[config.mk]
export PLATFORM = sky130hd
export DESIGN_NAME = ppu_vram_arbiter_flat
export DESIGN_NICKNAME = d
export VERILOG_FILES = /design/src/rtl/ppu_pkg.sv /design/src/rtl/ppu_vram_arbiter_if.sv /design/src/rtl/ppu_vram_arbiter.sv /design/src/flat_wrapper.sv
export SDC_FILE = /design/constraint.sdc
export NUM_CORES = 1
export LEC_CHECK = 0
export ABC_AREA = 1
export CORE_MARGIN = 4
export CORE_UTILIZATION = 42
export CTS_CLUSTER_SIZE = 12
export DETAILED_ROUTE_END_ITERATION = 7
export GPL_TIMING_DRIVEN = 0
export PLACE_DENSITY = 0.76
export SYNTH_ARGS = -nofsm -noshare
export SYNTH_HDL_FRONTEND = slang
export SYNTH_SLANG_ARGS = --single-unit
[constraint.sdc]
create_clock -name clk -period 1.26 [get_ports clk]
set_input_delay 0.252 -clock clk [delete_from_list [all_inputs] [get_ports clk]]
set_output_delay 0.252 -clock clk [all_outputs]
set_load 0.02 [all_outputs]
[src/rtl/ppu_pkg.sv]
// Shared PPU definitions: VRAM bus width and the VRAM arbiter state encoding.
package ppu_pkg;

  localparam int PPU_VRAM_AW = 14;

  typedef enum logic [2:0] {
    IDLE,
    FETCH_A,
    FETCH_D,
    CPU_A,
    CPU_D
  } vram_arb_state_t;

endpackage

[src/rtl/ppu_vram_arbiter_if.sv]
// External VRAM/CHR bus of the PPU. The arbiter is the master: it drives the
// strobes, address and write data and receives read data from memory.
interface ppu_vram_arbiter_if
  import ppu_pkg::*;
#(
  parameter int AW = PPU_VRAM_AW
);

  logic          vram_r;
  logic          vram_w;
  logic [AW-1:0] vram_a;
  logic [7:0]    vram_dout;
  logic [7:0]    vram_din;

  modport master (
    output vram_r,
    output vram_w,
    output vram_a,
    output vram_dout,
    input  vram_din
  );

  modport slave (
    input  vram_r,
    input  vram_w,
    input  vram_a,
    input  vram_dout,
    output vram_din
  );

endinterface

[src/rtl/ppu_vram_arbiter.sv]
// Shares the PPU's single VRAM bus between the render fetch engine and the
// CPU-side PPUDATA port. Every access is a two-tick transaction (address
// phase, data phase); the next owner is chosen at the end of each data phase
// or while idle, so back-to-back transactions run without a bubble.
module ppu_vram_arbiter
  import ppu_pkg::*;
#(
  parameter int AW = PPU_VRAM_AW
) (
  input  logic          clk,
  input  logic          reset,
  input  logic          ce,
  input  logic          render_active,
  // render fetch port
  input  logic          fetch_req,
  input  logic [AW-1:0] fetch_addr,
  output logic          fetch_gnt,
  output logic          fetch_valid,
  output logic [7:0]    fetch_rdata,
  // CPU register port
  input  logic          cpu_req,
  input  logic          cpu_we,
  input  logic [AW-1:0] cpu_addr,
  input  logic [7:0]    cpu_wdata,
  output logic          cpu_busy,
  output logic          cpu_done,
  output logic [7:0]    cpu_rdata,
  // VRAM bus
  ppu_vram_arbiter_if.master vram
);

  vram_arb_state_t state_q;

  logic          fetch_gnt_q;
  logic          fetch_valid_q;
  logic [7:0]    fetch_rdata_q;
  logic          cpu_busy_q;
  logic          cpu_done_q;
  logic [7:0]    cpu_rdata_q;

  // single-entry CPU slot
  logic          slot_we_q;
  logic [AW-1:0] slot_addr_q;
  logic [7:0]    slot_wdata_q;

  logic          vram_r_q;
  logic          vram_w_q;
  logic [AW-1:0] vram_a_q;
  logic [7:0]    vram_dout_q;

  logic          slot_load;
  logic          cpu_ready;
  logic          pick_fetch;
  logic          pick_cpu;
  logic          sel_we;
  logic [AW-1:0] sel_addr;
  logic [7:0]    sel_wdata;

  // Decision inputs: a CPU access is ready if the slot holds an unserved
  // request or one is being loaded this tick; a loading request is forwarded
  // straight from the port because the slot registers are not written yet.
  always_comb begin
    // NOTE: every signal gets a default first so no path through this block infers a latch.
    slot_load  = 1'b0;
    cpu_ready  = 1'b0;
    pick_fetch = 1'b0;
    pick_cpu   = 1'b0;
    sel_we     = slot_we_q;
    sel_addr   = slot_addr_q;
    sel_wdata  = slot_wdata_q;

    slot_load = cpu_req && !cpu_busy_q;
    cpu_ready = slot_load ||
                (cpu_busy_q && (state_q != CPU_A) && (state_q != CPU_D));

    if (slot_load) begin
      sel_we    = cpu_we;
      sel_addr  = cpu_addr;
      sel_wdata = cpu_wdata;
    end

    // Rendering gives fetches priority; outside rendering the CPU goes first.
    pick_fetch = fetch_req && (render_active || !cpu_ready);
    pick_cpu   = !pick_fetch && cpu_ready;
  end

  // Arbiter FSM with registered bus strobes, handshake pulses and CPU slot.
  always_ff @(posedge clk) begin
    // NOTE: non-blocking assignments so every register here samples pre-edge values.
    if (reset) begin
      state_q       <= IDLE;
      fetch_gnt_q   <= 1'b0;
      fetch_valid_q <= 1'b0;
      fetch_rdata_q <= '0;
      cpu_busy_q    <= 1'b0;
      cpu_done_q    <= 1'b0;
      cpu_rdata_q   <= '0;
      slot_we_q     <= 1'b0;
      slot_addr_q   <= '0;
      slot_wdata_q  <= '0;
      vram_r_q      <= 1'b0;
      vram_w_q      <= 1'b0;
      vram_a_q      <= '0;
      vram_dout_q   <= '0;
    end else if (ce) begin
      fetch_gnt_q   <= 1'b0;
      fetch_valid_q <= 1'b0;
      cpu_done_q    <= 1'b0;

      if (slot_load) begin
        cpu_busy_q   <= 1'b1;
        slot_we_q    <= cpu_we;
        slot_addr_q  <= cpu_addr;
        slot_wdata_q <= cpu_wdata;
      end

      // completion side effects of the data phase being left
      if (state_q == FETCH_D) begin
        fetch_rdata_q <= vram.vram_din;
        fetch_valid_q <= 1'b1;
      end
      if (state_q == CPU_D) begin
        if (!slot_we_q) cpu_rdata_q <= vram.vram_din;
        cpu_done_q <= 1'b1;
        cpu_busy_q <= 1'b0;
      end

      case (state_q)
        FETCH_A: state_q <= FETCH_D;
        CPU_A:   state_q <= CPU_D;
        default: begin
          // decision point: IDLE, FETCH_D or CPU_D
          if (pick_fetch) begin
            state_q     <= FETCH_A;
            fetch_gnt_q <= 1'b1;
            vram_a_q    <= fetch_addr;
            vram_r_q    <= 1'b1;
            vram_w_q    <= 1'b0;
          end else if (pick_cpu) begin
            state_q     <= CPU_A;
            vram_a_q    <= sel_addr;
            vram_r_q    <= !sel_we;
            vram_w_q    <= sel_we;
            vram_dout_q <= sel_wdata;
          end else begin
            state_q  <= IDLE;
            vram_r_q <= 1'b0;
            vram_w_q <= 1'b0;
          end
        end
      endcase
    end
  end

  assign fetch_gnt      = fetch_gnt_q;
  assign fetch_valid    = fetch_valid_q;
  assign fetch_rdata    = fetch_rdata_q;
  assign cpu_busy       = cpu_busy_q;
  assign cpu_done       = cpu_done_q;
  assign cpu_rdata      = cpu_rdata_q;
  assign vram.vram_r    = vram_r_q;
  assign vram.vram_w    = vram_w_q;
  assign vram.vram_a    = vram_a_q;
  assign vram.vram_dout = vram_dout_q;

endmodule

[src/flat_wrapper.sv]
// flat-port wrapper written by rule: the top's interface ports become plain ports
module ppu_vram_arbiter_flat import ppu_pkg::*;
#(
  parameter int AW = PPU_VRAM_AW
)
  (clk, reset, ce, render_active, fetch_req, fetch_addr, fetch_gnt, fetch_valid, fetch_rdata, cpu_req, cpu_we, cpu_addr, cpu_wdata, cpu_busy, cpu_done, cpu_rdata, vram_vram_r, vram_vram_w, vram_vram_a, vram_vram_dout, vram_vram_din);
  ppu_vram_arbiter_if #(.AW(AW)) vram_i ();
  input  logic clk;
  input  logic reset;
  input  logic ce;
  input  logic render_active;
  input  logic fetch_req;
  input  logic [AW-1:0] fetch_addr;
  output logic fetch_gnt;
  output logic fetch_valid;
  output logic [7:0] fetch_rdata;
  input  logic cpu_req;
  input  logic cpu_we;
  input  logic [AW-1:0] cpu_addr;
  input  logic [7:0] cpu_wdata;
  output logic cpu_busy;
  output logic cpu_done;
  output logic [7:0] cpu_rdata;
  output wire logic [$bits(vram_i.vram_r)-1:0] vram_vram_r;
  output wire logic [$bits(vram_i.vram_w)-1:0] vram_vram_w;
  output wire logic [$bits(vram_i.vram_a)-1:0] vram_vram_a;
  output wire logic [$bits(vram_i.vram_dout)-1:0] vram_vram_dout;
  input wire logic [$bits(vram_i.vram_din)-1:0] vram_vram_din;
  assign vram_vram_r = vram_i.vram_r;
  assign vram_vram_w = vram_i.vram_w;
  assign vram_vram_a = vram_i.vram_a;
  assign vram_vram_dout = vram_i.vram_dout;
  assign vram_i.vram_din = vram_vram_din;
  ppu_vram_arbiter #(.AW(AW)) u_core (.clk(clk), .reset(reset), .ce(ce), .render_active(render_active), .fetch_req(fetch_req), .fetch_addr(fetch_addr), .fetch_gnt(fetch_gnt), .fetch_valid(fetch_valid), .fetch_rdata(fetch_rdata), .cpu_req(cpu_req), .cpu_we(cpu_we), .cpu_addr(cpu_addr), .cpu_wdata(cpu_wdata), .cpu_busy(cpu_busy), .cpu_done(cpu_done), .cpu_rdata(cpu_rdata), .vram(vram_i));
endmodule
Word level (Yosys, flattened, before mapping)
Index checks and enable logic that the tools add are counted.
Word-level totals
  bits in registers: 70
  logic and storage cells: 61
Operators by class
  eq/ne operators: 6
  bitwise gates (word level): 3
  reductions and logical operators: 20
  multiplexer cells: 18
Operators with widths (count)
  $mux W14: 3
  $mux W1: 11
  $mux W8: 1
  $eq A3 B2 Y1 const B: 2
  $pmux W3 S2: 1
  $reduce_and A2 Y1: 3
  $reduce_and A3 Y1: 2
  $logic_and A1 B1 Y1: 5
  $logic_not A1 Y1: 4
  $reduce_and A4 Y1: 1
  $reduce_bool A2 Y1: 2
  $eq A3 B1 Y1 const B: 1
  $eq A3 B3 Y1 const B: 1
  $mux W3: 1
  $ne A3 B2 Y1 const B: 1
  $ne A3 B3 Y1 const B: 1
  $not A1 Y1: 3
  $logic_or A1 B1 Y1: 2
  $mux W2: 1
  $reduce_or A2 Y1: 1

Logic depth before layout (Yosys ltp)
  depth after elaboration: 12
  depth in mapped cells: 11

Least setup slack after synthesis
OpenSTA, ideal clock, no wires.
  kind: register to register
  start: reg u_core.cpu_busy_q, in the netlist u_core.cpu_busy
  end: reg u_core.vram_dout_q[3], in the netlist u_core.vram.vram_dout[3]
  library setup time: 0.070 ns
  clock period less this slack: 1.342 ns
  arrival: 1.271 ns
  stages on the path, launching flop included: 9
  path slack: -0.082 ns
  cell sequence: dfxtp_1 > inv_2 > nand2_4 > buf_6 > buf_2 > nor2_1 > a21oi_1 > nand2_1 > a21oi_1
On the way
  word-level cells in the longest chain between the ends: 9
  elaborated cells on any way between the ends: 13
  those cells by class: mux (1); bitwise (1); reduce/logical (11)
RTL lines
  start: declaration: line ppu_vram_arbiter.sv:37  | logic cpu_busy_q;
  start signal: assignment: line ppu_vram_arbiter.sv:95  | cpu_busy_q <= 1'b0;
  start signal: assignment: line ppu_vram_arbiter.sv:111  | cpu_busy_q <= 1'b1;
  start signal: assignment: line ppu_vram_arbiter.sv:125  | cpu_busy_q <= 1'b0;
  $logic_not A1 Y1 / $logic_and A1 B1 Y1 (equally long branches): line ppu_vram_arbiter.sv:72, ppu_vram_arbiter.sv:74
  $logic_and A1 B1 Y1, on equally long branches: line ppu_vram_arbiter.sv:72, ppu_vram_arbiter.sv:74
  $logic_or A1 B1 Y1: line ppu_vram_arbiter.sv:73  | cpu_ready = slot_load ||
  $logic_not A1 Y1: line ppu_vram_arbiter.sv:83  | pick_fetch = fetch_req && (render_active || !cpu_ready);
  $logic_or A1 B1 Y1: line ppu_vram_arbiter.sv:83
  $logic_and A1 B1 Y1: line ppu_vram_arbiter.sv:83
  $logic_not A1 Y1: line ppu_vram_arbiter.sv:84  | pick_cpu = !pick_fetch && cpu_ready;
  $logic_and A1 B1 Y1: line ppu_vram_arbiter.sv:84
  $reduce_and A4 Y1 (no source line)
  end signal: assignment: line ppu_vram_arbiter.sv:144  | vram_dout_q <= sel_wdata;
  end: declaration: line ppu_vram_arbiter.sv:49  | logic [7:0] vram_dout_q;
Several ways; a longest one is shown, not always the timed one.
A chain may end at the register's enable or synchronous reset.

Worst setup path after layout
  start: reg u_core.state_q[0]
  end: reg u_core.vram_a_q[5], in the netlist u_core.vram.vram_a[5]
On the way
  word-level cells in the longest chain between the ends: 11
  elaborated cells on any way between the ends: 17
  those cells by class: eq/ne (4); mux (1); bitwise (1); reduce/logical (11)
RTL lines
  start: declaration: line ppu_vram_arbiter.sv:32  | vram_arb_state_t state_q;
  start signal: assignment: line ppu_vram_arbiter.sv:91  | state_q <= IDLE;
  start signal: assignment: line ppu_vram_arbiter.sv:129  | FETCH_A: state_q <= FETCH_D;
  start signal: assignment: line ppu_vram_arbiter.sv:130  | CPU_A: state_q <= CPU_D;
  $ne A3 B2 Y1: line ppu_vram_arbiter.sv:74  | (cpu_busy_q && (state_q != CPU_A) && (state_q != CPU_D));
  $logic_and A1 B1 Y1 (2 in a row): line ppu_vram_arbiter.sv:74
  $logic_or A1 B1 Y1: line ppu_vram_arbiter.sv:73
  $logic_not A1 Y1: line ppu_vram_arbiter.sv:83
  $logic_or A1 B1 Y1: line ppu_vram_arbiter.sv:83
  $logic_and A1 B1 Y1: line ppu_vram_arbiter.sv:83
  $logic_not A1 Y1: line ppu_vram_arbiter.sv:84
  $logic_and A1 B1 Y1: line ppu_vram_arbiter.sv:84
  $reduce_bool A2 Y1 (no source line)
  $reduce_and A3 Y1 (no source line)
  end signal: assignment: line ppu_vram_arbiter.sv:136  | vram_a_q <= fetch_addr;
  end signal: assignment: line ppu_vram_arbiter.sv:141  | vram_a_q <= sel_addr;
  end: declaration: line ppu_vram_arbiter.sv:48  | logic [AW-1:0] vram_a_q;
Several ways; a longest one is shown, not always the timed one.

==> results.sh <==
export IMPL_routed_via_density=4.99
export IMPL_drc=0
export IMPL_vias=3401
export IMPL_dp_cells=647
export IMPL_drv_slew=0
export IMPL_area_delta_synth_final_pct=56.8
export IMPL_synth_compound_area_frac=0.191
export IMPL_rsz0062_at_grt="true"
export IMPL_wl_um=9830
export IMPL_r2r_start="u_core.state_q[0]"
export IMPL_cpPeakStageDelay_ns=0.34
export IMPL_ys_seq_elements=70
export IMPL_finalWorstSetupSlack_ns=-0.120
export IMPL_crit_top_cell="nand2_1"
export IMPL_synth_top_flop_cell="dfxtp_1"
export IMPL_hold_buffers=0
export IMPL_synth_largest_area_cell="dfxtp_1"
export IMPL_grt_pass1_vias=3125
export IMPL_yosysUniqueCellTypes=23
export IMPL_fp_coreArea_mm2=0.00725
export IMPL_relSlewSlack=0.577
export IMPL_endpoint="u_core.vram.vram_a[5]"
export IMPL_run_status="complete, but fails checks"
export IMPL_switching_share=0.324
export IMPL_clk_pin_slew_ns=0.08
export IMPL_cp_arrival_ns=1.63
export IMPL_min_period_ns=1.38
export IMPL_drive_gt1_frac=0.299
export IMPL_peakVddDrop_v=0.000666
export IMPL_crit_start="u_core.state_q[0]"
export IMPL_fmax_ghz=0.725
export IMPL_hp_start="fetch_req"
export IMPL_firstDrtPassIters=5
export IMPL_antenna_cells=0
export IMPL_routabilityCongestion=0.859
export IMPL_p_sw_w=0.00181
export IMPL_max_cap_violations=0
export IMPL_clock_sinks=70
export IMPL_drt_initial_drc_count=177
export IMPL_die_area_mm2=0.00894
export IMPL_synth_edf_count=0
export IMPL_synthAdderAreaFrac=0
export IMPL_hold_violations=0
export IMPL_synth_cells=456
export IMPL_start_util=0.434
export IMPL_yosys_area_share_simple=0.222
export IMPL_crit_required_ns=1.51
export IMPL_fill_cells=570
export IMPL_synth_xor_area_frac=0
export IMPL_final_util=0.680
export IMPL_worstPathMaxFanout=6
export IMPL_cp_start_kind="flip-flop"
export IMPL_cts_tree="yes"
export IMPL_rr_endpoint="u_core.vram.vram_a[5]"
export IMPL_syn_mean_instance_area_um2=6.90
export IMPL_violations="setup timing"
export IMPL_instances_no_fill=681
export IMPL_p_leak_nw=2.18
export IMPL_muxShareOfSynthArea=0
export IMPL_synth_most_common_cell="inv_1"
export IMPL_final_setup_viol_count=30
export IMPL_syn_area_mm2=0.00315
export IMPL_synth_common_cells="inv_1, a21oi_1, dfxtp_1"
export IMPL_rows=31
export IMPL_crit_chain="nor2_1 -> nand2_1 -> nand3_2 -> nand2_4 -> nand2_8 -> nand2_8 -> buf_6 -> nand2_1 -> nand3_2 -> nand2_1 -> inv_1"
export IMPL_stdcell_area_mm2=0.00493
export IMPL_seq_area_frac_synth=0.446
export IMPL_placed_area_mm2=0.00420
export IMPL_grt_pass1_wl_um=14500
export IMPL_die_h_um=94.5
export IMPL_insertion_delay_ns=0.35
export IMPL_p_seq_frac=0.436
export IMPL_clockBufferDepth=2
export IMPL_critPathKind="reg -> reg"
export IMPL_r2r_slack_ns=-0.12
export IMPL_p_comb_frac=0.269
export IMPL_clkPwrFrac=0.294
export IMPL_fin_crit_sh=1.10
export IMPL_tightestPinTransition_ns=0.634
export IMPL_grt_ovfl_total=0
export IMPL_ys_warn_count=0
export IMPL_htree_levels=3
export IMPL_p_per_area_mw_per_mm2=1130
export IMPL_die_x_um=94.5
export IMPL_synth_fp_nets=507
export IMPL_hp_class="in -> reg"
export IMPL_track_usage=0.209
export IMPL_intPower_w=0.00379
export IMPL_r2r_cells=11
export IMPL_cts_root_buffer="clkbuf_8"
export IMPL_io_buffers=92
export IMPL_async_flop_share=0
export IMPL_avgRoutedWirePerCell_um=14.4
export IMPL_synth_top_cell_area_share=0.446
export IMPL_cp_end_kind="flip-flop"
export IMPL_hpwl_um=6450
export IMPL_yosys_top_cells_area="dfxtp_1, a21oi_1, inv_1, nor2_1, nand2_1"
export IMPL_cts_buffers=9
export IMPL_ioPinCount=95
export IMPL_fin_skew_ns=0.00597
export IMPL_nets=628
export IMPL_worst_path_max_delay_cell="dfxtp_2"
export IMPL_antenna_found_initial=0
export IMPL_synth_top_family_by_area="simple AND/OR/NAND/NOR gates"
export IMPL_ant_nets=0
export IMPL_grt_max_degree=13
## power by group through the flow
stage               clock network [W]  logic, W  registers (W)
finish                        0.00165   0.00151        0.00244
global route                  0.00176   0.00163        0.00246
CTS                           0.00166   0.00125        0.00244
detailed placement                  0   0.00116        0.00249
global placement                    0   0.00114        0.00248
floorplan                           0  0.000568        0.00259
## area by class of cell
class / count / area [µm²] / area share
clock inverter: 6 / 37.5 / 0.00761
buffer: 23 / 206 / 0.0418
multi-input combinational: 278 / 1700 / 0.344
inverter: 86 / 330 / 0.0670
sequential: 70 / 1410 / 0.286
clock buffer: 10 / 138 / 0.0279
timing repair buffer: 109 / 992 / 0.201
tap: 99 / 124 / 0.0251
## critical path, delay by kind of cell (launching register included)
kind | cells | cell delay, ns
flops | 1 | 0.34
simple gates | 9 | 0.76
buf+inv | 2 | 0.18
## placed cells by master, fill, tap and decap left out, types with 2 or more instances in the layout
| master | instances |
|---|---|
| a21oi_2 | 21 |
| o21ai_1 | 18 |
| nand2_8 | 2 |
| a21oi_1 | 48 |
| clkdlybuf4s15_2 | 17 |
| clkinvlp_4 | 3 |
| dlygate4sd2_1 | 2 |
| buf_6 | 4 |
| o21ai_0 | 19 |
| dfxtp_2 | 3 |
| nand2_1 | 46 |
| o21ai_2 | 2 |
| buf_8 | 2 |
| buf_2 | 10 |
| clkbuf_1 | 10 |
| inv_1 | 80 |
| nor2_2 | 2 |
| nor2_4 | 18 |
| clkbuf_8 | 10 |
| nand2_2 | 8 |
| clkbuf_2 | 18 |
| nand3_1 | 21 |
| dfxtp_1 | 66 |
| clkinv_2 | 3 |
| nand3_2 | 11 |
| inv_2 | 4 |
| buf_4 | 12 |
| a21oi_4 | 6 |
| buf_1 | 3 |
| nor2_1 | 45 |
| clkbuf_16 | 3 |
| buf_12 | 5 |
| clkdlybuf4s50_1 | 46 |
| nand2_4 | 5 |
## sequential cells by signal, summed over array words and instances (netlist names), 3 cells and up
| name | count |
|---|---|
| u_core.fetch_rdata | 8 |
| u_core.slot_wdata_q | 8 |
| u_core.vram.vram_dout | 8 |
| u_core.state_q | 3 |
| u_core.slot_addr_q | 14 |
| u_core.cpu_rdata | 8 |
| u_core.vram.vram_a | 14 |
## per-layer routing
| metal | up-vias | GRT usage | share of wire |
|---|---|---|---|
| met5 | - | 0 | 0 |
| met4 | 0 | 0.0673 | 0.016 |
| met3 | 15 | 0.0542 | 0.072 |
| met2 | 133 | 0.354 | 0.50 |
| met1 | 1576 | 0.258 | 0.41 |
| li1 | 1677 | - | - |
## cells by family after synthesis
logic type | count (synthesis)
simple gates | 159
compound gates | 118
buf+inv | 109
flops | 70
## worst min path at each step
stage | end | depth (start not counted)
floorplan | u_core.cpu_rdata[0] | 2
global placement | u_core.fetch_valid | 2
detailed placement | u_core.vram.vram_dout[1] | 2
CTS | u_core.fetch_gnt | 3
global route | u_core.fetch_gnt | 3
finish | u_core.fetch_gnt | 3
## per-stage QoR
stage	setup TNS [ns]	total power, W	worst slack, ns	hold slack, ns
global placement	-32.10	0.00362	-0.605	0.457
CTS	-1.81	0.00535	-0.106	0.348
global route	-6.22	0.00584	-0.212	0.373
finish	-1.87	0.00560	-0.120	0.352
detailed placement	-34.22	0.00365	-0.653	0.458
floorplan	0	0.00316	0.0214	0.419
## repair_timing
item                                    CTS  global route
endpoints found under the setup margin  110            93
pin swaps                                 7            11
resized for setup                       167           126
setup buffers                             3             9
gates cloned                              3             3
(Power assumes the default switching activity.)
